<file path="src/rtl/pb_bus_pkg.sv">
// Shared types and elaboration-time helpers for the peripheral-bus sequencer.
package pb_bus_pkg;

  typedef enum logic [1:0] {
    OP_WRITE = 2'b00,
    OP_READ  = 2'b01,
    OP_TEST  = 2'b10,
    OP_BCAST = 2'b11
  } pb_op_t;

  typedef enum logic [2:0] {
    S_IDLE,
    S_PRE,
    S_ADDR,
    S_SETUP,
    S_STROBE,
    S_HOLD,
    S_NEXT,
    S_DONE
  } pb_seq_state_t;

  // Bus strobes are active low.
  localparam logic ENABLE  = 1'b0;
  localparam logic DISABLE = 1'b1;

  function automatic int unsigned ns_to_cycles(input longint unsigned ns,
                                               input longint unsigned freq);
    longint unsigned num;
    num = ns * freq + 64'd999_999_999;
    return 32'(num / 64'd1_000_000_000);
  endfunction

  function automatic int unsigned at_least_one(input int unsigned cyc);
    return (cyc == 0) ? 1 : cyc;
  endfunction

endpackage

</file>
<file path="src/rtl/pb_phase_timer.sv">
// Loadable down-counter shared by all timed bus phases; done while count is zero.
module pb_phase_timer #(
  parameter int unsigned WIDTH = 4
) (
  input  logic             clock,
  input  logic             reset,
  input  logic             load,
  input  logic [WIDTH-1:0] load_value,
  output logic             done
);

  logic [WIDTH-1:0] count;

  always_ff @(posedge clock or posedge reset) begin
    if (reset)              count <= '0;
    else if (load)          count <= load_value;
    else if (count != '0)   count <= count - 1'b1;
  end

  assign done = (count == '0);

endmodule

</file>
<file path="src/rtl/pb_bus_sequencer.sv">
// Walks a board mask in ascending order, running one timed bus slot per board,
// and returns all sampled read lanes in a single response.
module pb_bus_sequencer
  import pb_bus_pkg::*;
#(
  parameter int unsigned CLOCK_FREQUENCY = 27000000,
  parameter int unsigned NUM_BOARDS      = 4,
  parameter int unsigned DATA_WIDTH      = 8,
  parameter int unsigned ADDR_WIDTH      = 3,
  parameter int unsigned PRE_DELAY_NS    = 0,
  parameter int unsigned SETUP_NS        = 750,
  parameter int unsigned STROBE_NS       = 750,
  parameter int unsigned HOLD_NS         = 100
) (
  input  logic                             clock,
  input  logic                             reset,
  input  logic                             cmd_valid,
  output logic                             cmd_ready,
  input  logic [1:0]                       cmd_op,
  input  logic [ADDR_WIDTH-1:0]            cmd_addr,
  input  logic [NUM_BOARDS-1:0]            cmd_mask,
  input  logic [NUM_BOARDS*DATA_WIDTH-1:0] cmd_wdata,
  output logic                             rsp_valid,
  output logic [NUM_BOARDS*DATA_WIDTH-1:0] rsp_data,
  output logic [$clog2(NUM_BOARDS+1)-1:0]  rsp_count,
  output logic                             busy,
  output logic [NUM_BOARDS-1:0]            board_sel,
  output logic [ADDR_WIDTH-1:0]            addr_port,
  output logic                             test_addr,
  output logic                             pb_rd_n,
  output logic                             pb_wr_n,
  output logic [DATA_WIDTH-1:0]            data_out,
  input  logic [DATA_WIDTH-1:0]            data_in,
  output logic                             data_oe
);

  localparam int unsigned PRE_CYC    = ns_to_cycles(PRE_DELAY_NS, CLOCK_FREQUENCY);
  localparam int unsigned SETUP_CYC  = at_least_one(ns_to_cycles(SETUP_NS, CLOCK_FREQUENCY));
  localparam int unsigned STROBE_CYC = at_least_one(ns_to_cycles(STROBE_NS, CLOCK_FREQUENCY));
  localparam int unsigned HOLD_CYC   = at_least_one(ns_to_cycles(HOLD_NS, CLOCK_FREQUENCY));
  localparam int unsigned MAX_A      = (SETUP_CYC > STROBE_CYC) ? SETUP_CYC : STROBE_CYC;
  localparam int unsigned MAX_B      = (HOLD_CYC > PRE_CYC) ? HOLD_CYC : PRE_CYC;
  localparam int unsigned MAX_CYC    = (MAX_A > MAX_B) ? MAX_A : MAX_B;
  localparam int unsigned TW         = (MAX_CYC > 1) ? $clog2(MAX_CYC) : 1;
  localparam int unsigned IDXW       = (NUM_BOARDS > 1) ? $clog2(NUM_BOARDS) : 1;
  localparam int unsigned CW         = $clog2(NUM_BOARDS + 1);
  localparam int unsigned PRE_LOAD   = (PRE_CYC > 0) ? PRE_CYC - 1 : 0;

  pb_seq_state_t state, state_next;
  pb_op_t                          op_q;
  logic [ADDR_WIDTH-1:0]           addr_q;
  logic [NUM_BOARDS-1:0]           mask_q, pending, pending_rest, cur_onehot;
  logic [NUM_BOARDS*DATA_WIDTH-1:0] wdata_q;
  logic [IDXW-1:0]                 cur;
  logic                            cur_found;
  logic [CW-1:0]                   mask_pop;
  logic [DATA_WIDTH-1:0]           lane_data;
  logic                            accept, in_slot, is_write, is_read;
  logic                            tmr_load, tmr_done;
  logic [TW-1:0]                   tmr_value;

  pb_phase_timer #(.WIDTH(TW)) u_timer (
    .clock      (clock),
    .reset      (reset),
    .load       (tmr_load),
    .load_value (tmr_value),
    .done       (tmr_done)
  );

  assign accept = cmd_valid && cmd_ready;

  // Current board is always the lowest bit still pending; it is retired in NEXT.
  always_comb begin
    cur       = '0;
    cur_found = 1'b0;
    for (int unsigned i = 0; i < NUM_BOARDS; i++) begin
      if (pending[i] && !cur_found) begin
        cur       = IDXW'(i);
        cur_found = 1'b1;
      end
    end
    cur_onehot   = NUM_BOARDS'(1) << cur;
    pending_rest = pending & ~cur_onehot;
  end

  always_comb begin
    mask_pop = '0;
    for (int unsigned i = 0; i < NUM_BOARDS; i++) mask_pop = mask_pop + CW'(cmd_mask[i]);
  end

  always_ff @(posedge clock or posedge reset) begin
    if (reset) state <= S_IDLE;
    else       state <= state_next;
  end

  always_comb begin
    state_next = state;
    tmr_load   = 1'b0;
    tmr_value  = '0;
    case (state)
      S_IDLE: begin
        if (accept) begin
          if (cmd_mask == '0) begin
            state_next = S_DONE;
          end else if (PRE_CYC > 0) begin
            state_next = S_PRE;
            tmr_load   = 1'b1;
            tmr_value  = TW'(PRE_LOAD);
          end else begin
            state_next = S_ADDR;
          end
        end
      end
      S_PRE:    if (tmr_done) state_next = S_ADDR;
      S_ADDR: begin
        state_next = S_SETUP;
        tmr_load   = 1'b1;
        tmr_value  = TW'(SETUP_CYC - 1);
      end
      S_SETUP: if (tmr_done) begin
        state_next = S_STROBE;
        tmr_load   = 1'b1;
        tmr_value  = TW'(STROBE_CYC - 1);
      end
      S_STROBE: if (tmr_done) begin
        state_next = S_HOLD;
        tmr_load   = 1'b1;
        tmr_value  = TW'(HOLD_CYC - 1);
      end
      S_HOLD:   if (tmr_done) state_next = S_NEXT;
      S_NEXT:   state_next = (op_q != OP_BCAST && pending_rest != '0) ? S_ADDR : S_DONE;
      S_DONE:   state_next = S_IDLE;
      default:  state_next = S_IDLE;
    endcase
  end

  always_ff @(posedge clock or posedge reset) begin
    if (reset) begin
      op_q      <= OP_WRITE;
      addr_q    <= '0;
      mask_q    <= '0;
      wdata_q   <= '0;
      pending   <= '0;
      rsp_data  <= '0;
      rsp_count <= '0;
    end else begin
      if (accept) begin
        op_q      <= pb_op_t'(cmd_op);
        addr_q    <= cmd_addr;
        mask_q    <= cmd_mask;
        wdata_q   <= cmd_wdata;
        pending   <= cmd_mask;
        rsp_data  <= '0;
        rsp_count <= (pb_op_t'(cmd_op) == OP_BCAST && cmd_mask != '0) ? CW'(1) : mask_pop;
      end
      if (state == S_STROBE && tmr_done && is_read)
        rsp_data[int'(cur)*DATA_WIDTH +: DATA_WIDTH] <= data_in;
      if (state == S_NEXT) pending <= pending_rest;
    end
  end

  assign in_slot  = (state == S_ADDR) || (state == S_SETUP) ||
                    (state == S_STROBE) || (state == S_HOLD);
  assign is_write = (op_q == OP_WRITE) || (op_q == OP_BCAST);
  assign is_read  = (op_q == OP_READ) || (op_q == OP_TEST);

  // Address and write data stay stable through NEXT; only select and drive drop.
  always_comb begin
    lane_data = (op_q == OP_BCAST) ? wdata_q[DATA_WIDTH-1:0]
                                   : wdata_q[int'(cur)*DATA_WIDTH +: DATA_WIDTH];
    cmd_ready = (state == S_IDLE);
    busy      = (state != S_IDLE) && (state != S_DONE);
    rsp_valid = (state == S_DONE);
    board_sel = in_slot ? ((op_q == OP_BCAST) ? mask_q : cur_onehot) : '0;
    addr_port = (in_slot || state == S_NEXT) ? addr_q : '0;
    test_addr = in_slot && (op_q == OP_TEST);
    pb_wr_n   = (state == S_STROBE && (is_write || op_q == OP_TEST)) ? ENABLE : DISABLE;
    pb_rd_n   = (state == S_STROBE && is_read) ? ENABLE : DISABLE;
    data_out  = ((in_slot || state == S_NEXT) && is_write) ? lane_data : '0;
    data_oe   = in_slot && is_write;
  end

endmodule

</file>
<file path="config.mk">
export PLATFORM = sky130hd
export DESIGN_NAME = pb_bus_sequencer
export DESIGN_NICKNAME = d
export VERILOG_FILES = /design/src/rtl/pb_bus_pkg.sv /design/src/rtl/pb_phase_timer.sv /design/src/rtl/pb_bus_sequencer.sv
export SDC_FILE = /design/constraint.sdc
export NUM_CORES = 1
export LEC_CHECK = 0
export CAP_MARGIN = 15
export CORE_MARGIN = 2
export CORE_UTILIZATION = 25
export DETAILED_ROUTE_END_ITERATION = 8
export GPL_TIMING_DRIVEN = 0
export PLACE_DENSITY = 0.48
export REMOVE_ABC_BUFFERS = 1
export SLEW_MARGIN = 5
export SYNTH_ARGS = -nofsm -noshare
export SYNTH_HDL_FRONTEND = slang
export SYNTH_SLANG_ARGS = --single-unit
</file>
<file path="constraint.sdc">
create_clock -name clock -period 3 [get_ports clock]
set_input_delay 0.3 -clock clock [delete_from_list [all_inputs] [get_ports clock]]
set_output_delay 0.3 -clock clock [all_outputs]
set_load 0.01 [all_outputs]
</file>
==> impl_metrics.ini, run 1 <==
[outcome]
status = finished, final reports clean

[cells_and_area]
fin_area_um2 = 6050
syn2layout_area_growth_pct = 41.9
antenna_cells = 0
drive_gt1_share_pct = 9.14
fin_util_pct = 36.4
layout.nets = 609

[detailed_routing]
drt_iter0_markers = 177
post_drt_via_cell_ratio = 4.67
wl_per_cell_um = 16.2
wirelength_mm = 12.4
first_pass_iters = 4
drc_errors = 0
drtAntennaViolNets = 0
vias = 3584

[clock_network]
numCtsBuffers = 9
cts_buffer_depth = 2
cts_tree = built
cts-htree-levels = 3
clkLatencyLatePin_ns = 0.35
ctsRootBufferMaster = clkbuf_16
cts_sinks = 88
clkTransAtPathRegs_ns = 0.06

[synth]
ys_seq_elements = 88
synth_edf_count = 0
synth_top_area_share_pct = 51.6
yosysSeqAreaShare_pct = 51.6
synth.most_common_cell = nand2_1
synthCells = 438
synth_common_cells = 125 x nand2_1, 88 x dfrtp_1, 34 x nor2_1, 22 x a22o_1, 20 x and3_1
synthesis.area_um2 = 4270
synth_top_cell_by_area = dfrtp_1
avgSynthCellArea_um2 = 9.74
synth-main-ff-cell = dfrtp_1
yosysWarnings = 0
synth_async_sr_flop_share_pct = 100
yosys-top-cells-area = dfrtp_1 52%, nand2_1 11%, a22o_1 4.5%
synth_cell_type_count = 46

[setup_path]
cpPeakStageDelay_ns = 0.61
reg2reg_depth = 8
critPathKind = reg2out
r2r-start = pending[3]$_DFFE_PP0P_
end_kind = primary output
worstReg2RegEnd = state[2]$_DFFE_PP0P_
path_cells = nor2b_1 > o21ba_4 > inv_4 > mux2i_1 > a2111oi_2 > clkdlybuf4s50_1
cp_slowest_cell = clkdlybuf4s50_1
crit_fanout = 11
worstPathArrival_ns = 2.56
start_kind = flip-flop
cp.required_ns = 2.70
ff2ff_setup_slack_ns = 0.38

[timing]
worst_pin_slew_ns = 0.962
fmax_mhz = 349
rsz0062_at_grt = true
setup_ws_ns = 0.136
whs_ns = 0.361
max-slew-margin-rel_pct = 35.7
hold_viol = 0
period_share_pct = 95.5
clock_skew_ns = 0.00670
period_needed_ns = 2.86
setup_viol = 0
slew_violations = 0

[place]
dpl_cell_area_um2 = 5650
pre_cts_slack_ns = -0.0921
port-buffer-count = 108
dp_hpwl_mm = 8.68
place_congestion = 0.767

[job]
maxCapViolations = 0

[grt]
grt_overflow = 0
antenna_found_initial = 0
grt_pass1_wl_mm = 20.2
grt_pass1_vias = 3797
grt_max_degree = 48
grt_use_total_pct = 14.4

[floorplan]
ios = 109
num_rows = 47
die_y_um = 135
die-area_um2 = 18100
start_util_pct = 25.6
die_x_um = 135
core_um2 = 16600

[pwr]
p_per_area_nw_per_um2 = 884
p_leak_nw = 2.82
total_power_w = 0.00535
peakVddDrop_mv = 0.487

[min_path]
hold_class = in2async
## cell type report
| cell class | instances | area (um^2) |
|---|---|---|
| fillers | 1652 | 10600 |
| flip-flops and latches | 88 | 2200 |
| multi-input cells | 315 | 2010 |
| repair buffers | 114 | 1200 |
| well taps | 220 | 275 |
| clock buffers | 11 | 243 |
| inverters | 14 | 57.6 |
| clock inverters | 5 | 56.3 |
## how the worst max path moves through the flow
| stage | startpoint | end | slack [ns] | depth (start not counted) |
|---|---|---|---|---|
| CTS | state[2]$_DFFE_PP0P_ | data_out[2] | 0.002 | 5 |
| finish | pending[3]$_DFFE_PP0P_ | data_out[3] | 0.14 | 6 |
| global route | op_q[0]$_DFFE_PP0P_ | data_out[2] | -0.03 | 4 |
| global placement | cmd_valid | rsp_data[12]$_DFF_PP0_ | -1.25 | 5 |
| detailed placement | state[0]$_DFFE_PP0P_ | data_out[7] | -0.09 | 5 |
| floorplan | state[2]$_DFFE_PP0P_ | rsp_data[10]$_DFF_PP0_ | 0.24 | 4 |
## worst max-delay path, delay by kind of cell, from the launching register on
| family | cells | cell delay, ns |
|---|---|---|
| AO/OA/AOI/OAI | 2 | 0.67 |
| buffers and inverters | 2 | 0.74 |
| multiplexers | 1 | 0.16 |
| flip-flops | 1 | 0.42 |
| AND/OR/NAND/NOR | 1 | 0.21 |
## state kept, by name, summed over array words and instances, names as in the netlist
register       count
rsp_data          32
wdata_q           32
u_timer.count      5
mask_q             4
pending            4
addr_q             3
rsp_count          3
state              3
op_q               2
## routing by layer
| metal | global-route usage [%] | routed length, um | vias to the layer above |
|---|---|---|---|
| met5 | 0 | 0 | - |
| met4 | 5.15 | 216 | 0 |
| met3 | 4.02 | 653 | 16 |
| met2 | 23.5 | 6010 | 101 |
| met1 | 18.2 | 5550 | 1744 |
| li1 | - | - | 1723 |
## through the flow
step	instances	setup TNS, ns
finish	767	0
CTS	767	0
global route	767	-0.0363
floorplan	417	0
global placement	745	-143.71
detailed placement	749	-0.130
## where the power goes
group | leakage [nW] | total (W) | internal (W) | switching (W)
sequential | 1.14 | 0.00184 | 0.00155 | 0.000283
combinational | 1.53 | 0.00236 | 0.00106 | 0.00130
clock | 0.145 | 0.00115 | 0.000668 | 0.000487
## placed cells by master (no fill, tap or decap), types with 3 or more instances in the layout
cell	netlist	routed
a2111oi_2	0	8
a21oi_1	5	5
a22o_1	22	22
a31o_1	16	16
and2_1	3	3
and3_1	20	20
buf_16	0	3
clkbuf_16	0	9
clkdlybuf4s50_1	0	106
dfrtp_1	88	86
ha_1	14	13
inv_1	12	11
mux2i_1	16	16
nand2_1	125	122
nand3_1	4	4
nor2_1	34	33
nor2b_1	8	8
nor3_2	3	3
o21ai_1	5	5
## what timing repair did
action                     CTS  global route
gates resized for setup     17            12
hold buffers                 0             0
setup buffers                2             0
setup endpoints to repair    9             8
## cell families (layout without fill, tap and decap cells)
group                      after synthesis  after routing  synth area share [%]
and+or+nand+nor                        211            211                  22.7
DFF                                     88             88                  51.6
AOI/OAI and AO/OA                       72             72                  13.7
buffers and inverters                   35            144                  3.46
muxes                                   16             16                  3.75
adders and majority gates               15             15                  4.57
xor gates and xnor gates                 1              1                 0.205
Power figures use the tool's default switching activity.
==> inputs of run 2 (changes only) <==
--- a/config.mk
+++ b/config.mk
@@ -7,11 +7,10 @@
 export LEC_CHECK = 0
 export CAP_MARGIN = 15
 export CORE_MARGIN = 2
-export CORE_UTILIZATION = 25
+export CORE_UTILIZATION = 49
 export DETAILED_ROUTE_END_ITERATION = 8
 export GPL_TIMING_DRIVEN = 0
-export PLACE_DENSITY = 0.48
-export REMOVE_ABC_BUFFERS = 1
+export PLACE_DENSITY = 0.82
 export SLEW_MARGIN = 5
 export SYNTH_ARGS = -nofsm -noshare
 export SYNTH_HDL_FRONTEND = slang
==> impl_metrics.ini, run 2 (synthesis gave the netlist of run 1 again) <==
[outcome]
status = finished, final reports clean

[place]
port-buffer-count = 108
place_congestion = 0.832
dp_hpwl_mm = 8.17
dpl_cell_area_um2 = 5510
dpl.cell_count = 655

[min_path]
hold_class = in2async

[grt]
grt_max_degree = 47
grt_pass1_vias = 3846
antenna_found_initial = 0
grt_pass1_wl_mm = 18.0
grt_overflow = 0
grt_use_total_pct = 23.5

[setup_path]
reg2reg_depth = 9
ff2ff_setup_slack_ns = 0.49
cp-startpoint = pending[3]$_DFFE_PP0P_
worstReg2RegEnd = state[2]$_DFFE_PP0P_
r2r-start = pending[3]$_DFFE_PP0P_
worstPathArrival_ns = 2.52
path_cells = nor2b_1 > o21ba_1 > buf_2 > inv_4 > ha_2 > mux2i_1 > nor2_1 > clkdlybuf4s50_1
critPathTopFamily = buffers and inverters
cpPeakStageDelay_ns = 0.55
cp_slowest_cell = clkdlybuf4s50_1
critPathKind = reg2out
crit_fanout = 11
start_kind = flip-flop
end_kind = primary output
cp.required_ns = 2.70
worst-path-buf-inv = 3

[clock_network]
cts_buffer_depth = 2
clkTransAtPathRegs_ns = 0.09
cts_tree = built
cts-htree-levels = 3
cts_sinks = 88
numCtsBuffers = 9
clkLatencyLatePin_ns = 0.35
ctsRootBufferMaster = clkbuf_8
postCtsHoldBufs = 0

[cells_and_area]
fin_area_um2 = 5780
regArea_um2 = 2200
layout.nets = 629
final_cells = 675
fill_cells = 681
top_regs = rsp_data: 32 flops, wdata_q: 32 flops, u_timer.count: 5 flops
syn2layout_area_growth_pct = 35.4
antenna_cells = 0
multi_input_area_um2 = 1950
layout_common_cells = 124 x nand2_1, 100 x clkdlybuf4s50_1, 88 x dfrtp_1
mostFrequentLayoutCell = nand2_1
drive_gt1_share_pct = 8.64

[detailed_routing]
wl_per_cell_um = 16.3
vias = 3707
post_drt_via_cell_ratio = 5.49
drc_errors = 0
drtAntennaViolNets = 0
first_pass_iters = 4
wirelength_mm = 11.0
drt_iter0_markers = 137

[pwr]
p_leak_nw = 2.85
peakVddDrop_mv = 0.408
p_per_area_nw_per_um2 = 846

[timing]
fmax_mhz = 355
period_needed_ns = 2.82
slew_violations = 0
whs_ns = 0.356
max-slew-margin-rel_pct = 55.0
period_share_pct = 93.9
setup_viol = 0
clock_skew_ns = 0.00783
worst_pin_slew_ns = 0.672
rsz0062_at_grt = false
finalSetupTns_ns = 0
hold_viol = 0

[floorplan]
num_rows = 34
start_util_pct = 49.7
ios = 109
core_um2 = 8590
die_x_um = 97.3
die_y_um = 97.3
die-area_um2 = 9470

[job]
maxCapViolations = 0

[synth]
syn-num-nets = 505
==> run 2: stage by stage <==
stage / setup WS [ns] / power, W / util, %
finish: 0.183 / 0.00489 / 67.2
global route: 0.0385 / 0.00523 / 67.2
CTS: 0.00204 / 0.00487 / 66.9
detailed placement: 0.115 / 0.00395 / 64.1
global placement: -0.837 / 0.00386 / 63.8
floorplan: 0.421 / 0.00307 / -
==> run 2: worst reg2reg max path: stages, from the launching register on <==
cell and delay (ns):
dfrtp_1 0.43, nor2b_1 0.16, o21ba_1 0.16, buf_2 0.19, inv_4 0.18, ha_2 0.27
inv_1 0.11, a2111oi_0 0.63, o21ai_0 0.20, nand3_1 0.12
==> run 2: what timing repair did <==
item | in CTS | in global routing
endpoints found under the setup margin | 8 | 6
hold endpoints to repair | 0 | 0
setup buffers | 3 | 1
gates resized for setup | 14 | 8
gates cloned | 0 | 0
==> run 2: layer usage <==
metal	part of all wire, %	track usage, %	wire [um]	up-vias
met2	50	39.8	5470	139
met1	42	29.3	4640	1788
met3	5.8	4.53	638	27
li1	-	-	-	1753
met4	2.6	10.5	286	0
met5	0	0	0	-
==> run 2: worst max-delay path by stage <==
stage                               end  slack (ns)  depth (start not counted)
4_1_cts                     data_out[0]       0.002                          8
3_5_place_dp                data_out[7]        0.12                          6
2_1_floorplan     addr_q[0]$_DFFE_PP0P_        0.42                          1
3_3_place_gp   rsp_count[1]$_DFFE_PP0P_       -0.84                          2
6_report                   board_sel[0]        0.18                          8
5_1_grt                    board_sel[0]        0.04                          8
==> run 2: where the power goes <==
| group | switching, W | internal (W) | leakage (nW) |
|---|---|---|---|
| combinational | 0.00124 | 0.00101 | 1.61 |
| sequential | 0.000263 | 0.00155 | 1.14 |
| clock | 0.000437 | 0.000388 | 0.0929 |
| total | 0.00194 | 0.00295 | 2.85 |
==> run 2: layout make-up <==
| type | count | share of cell area (%) |
|---|---|---|
| buffer | 21 | 1.60 |
| clock buffer | 10 | 2.21 |
| clock inverter | 6 | 1.17 |
| inverter | 14 | 0.997 |
| multi-input combinational | 315 | 33.8 |
| sequential | 88 | 38.1 |
| tap | 108 | 2.34 |
| timing repair buffer | 113 | 19.7 |
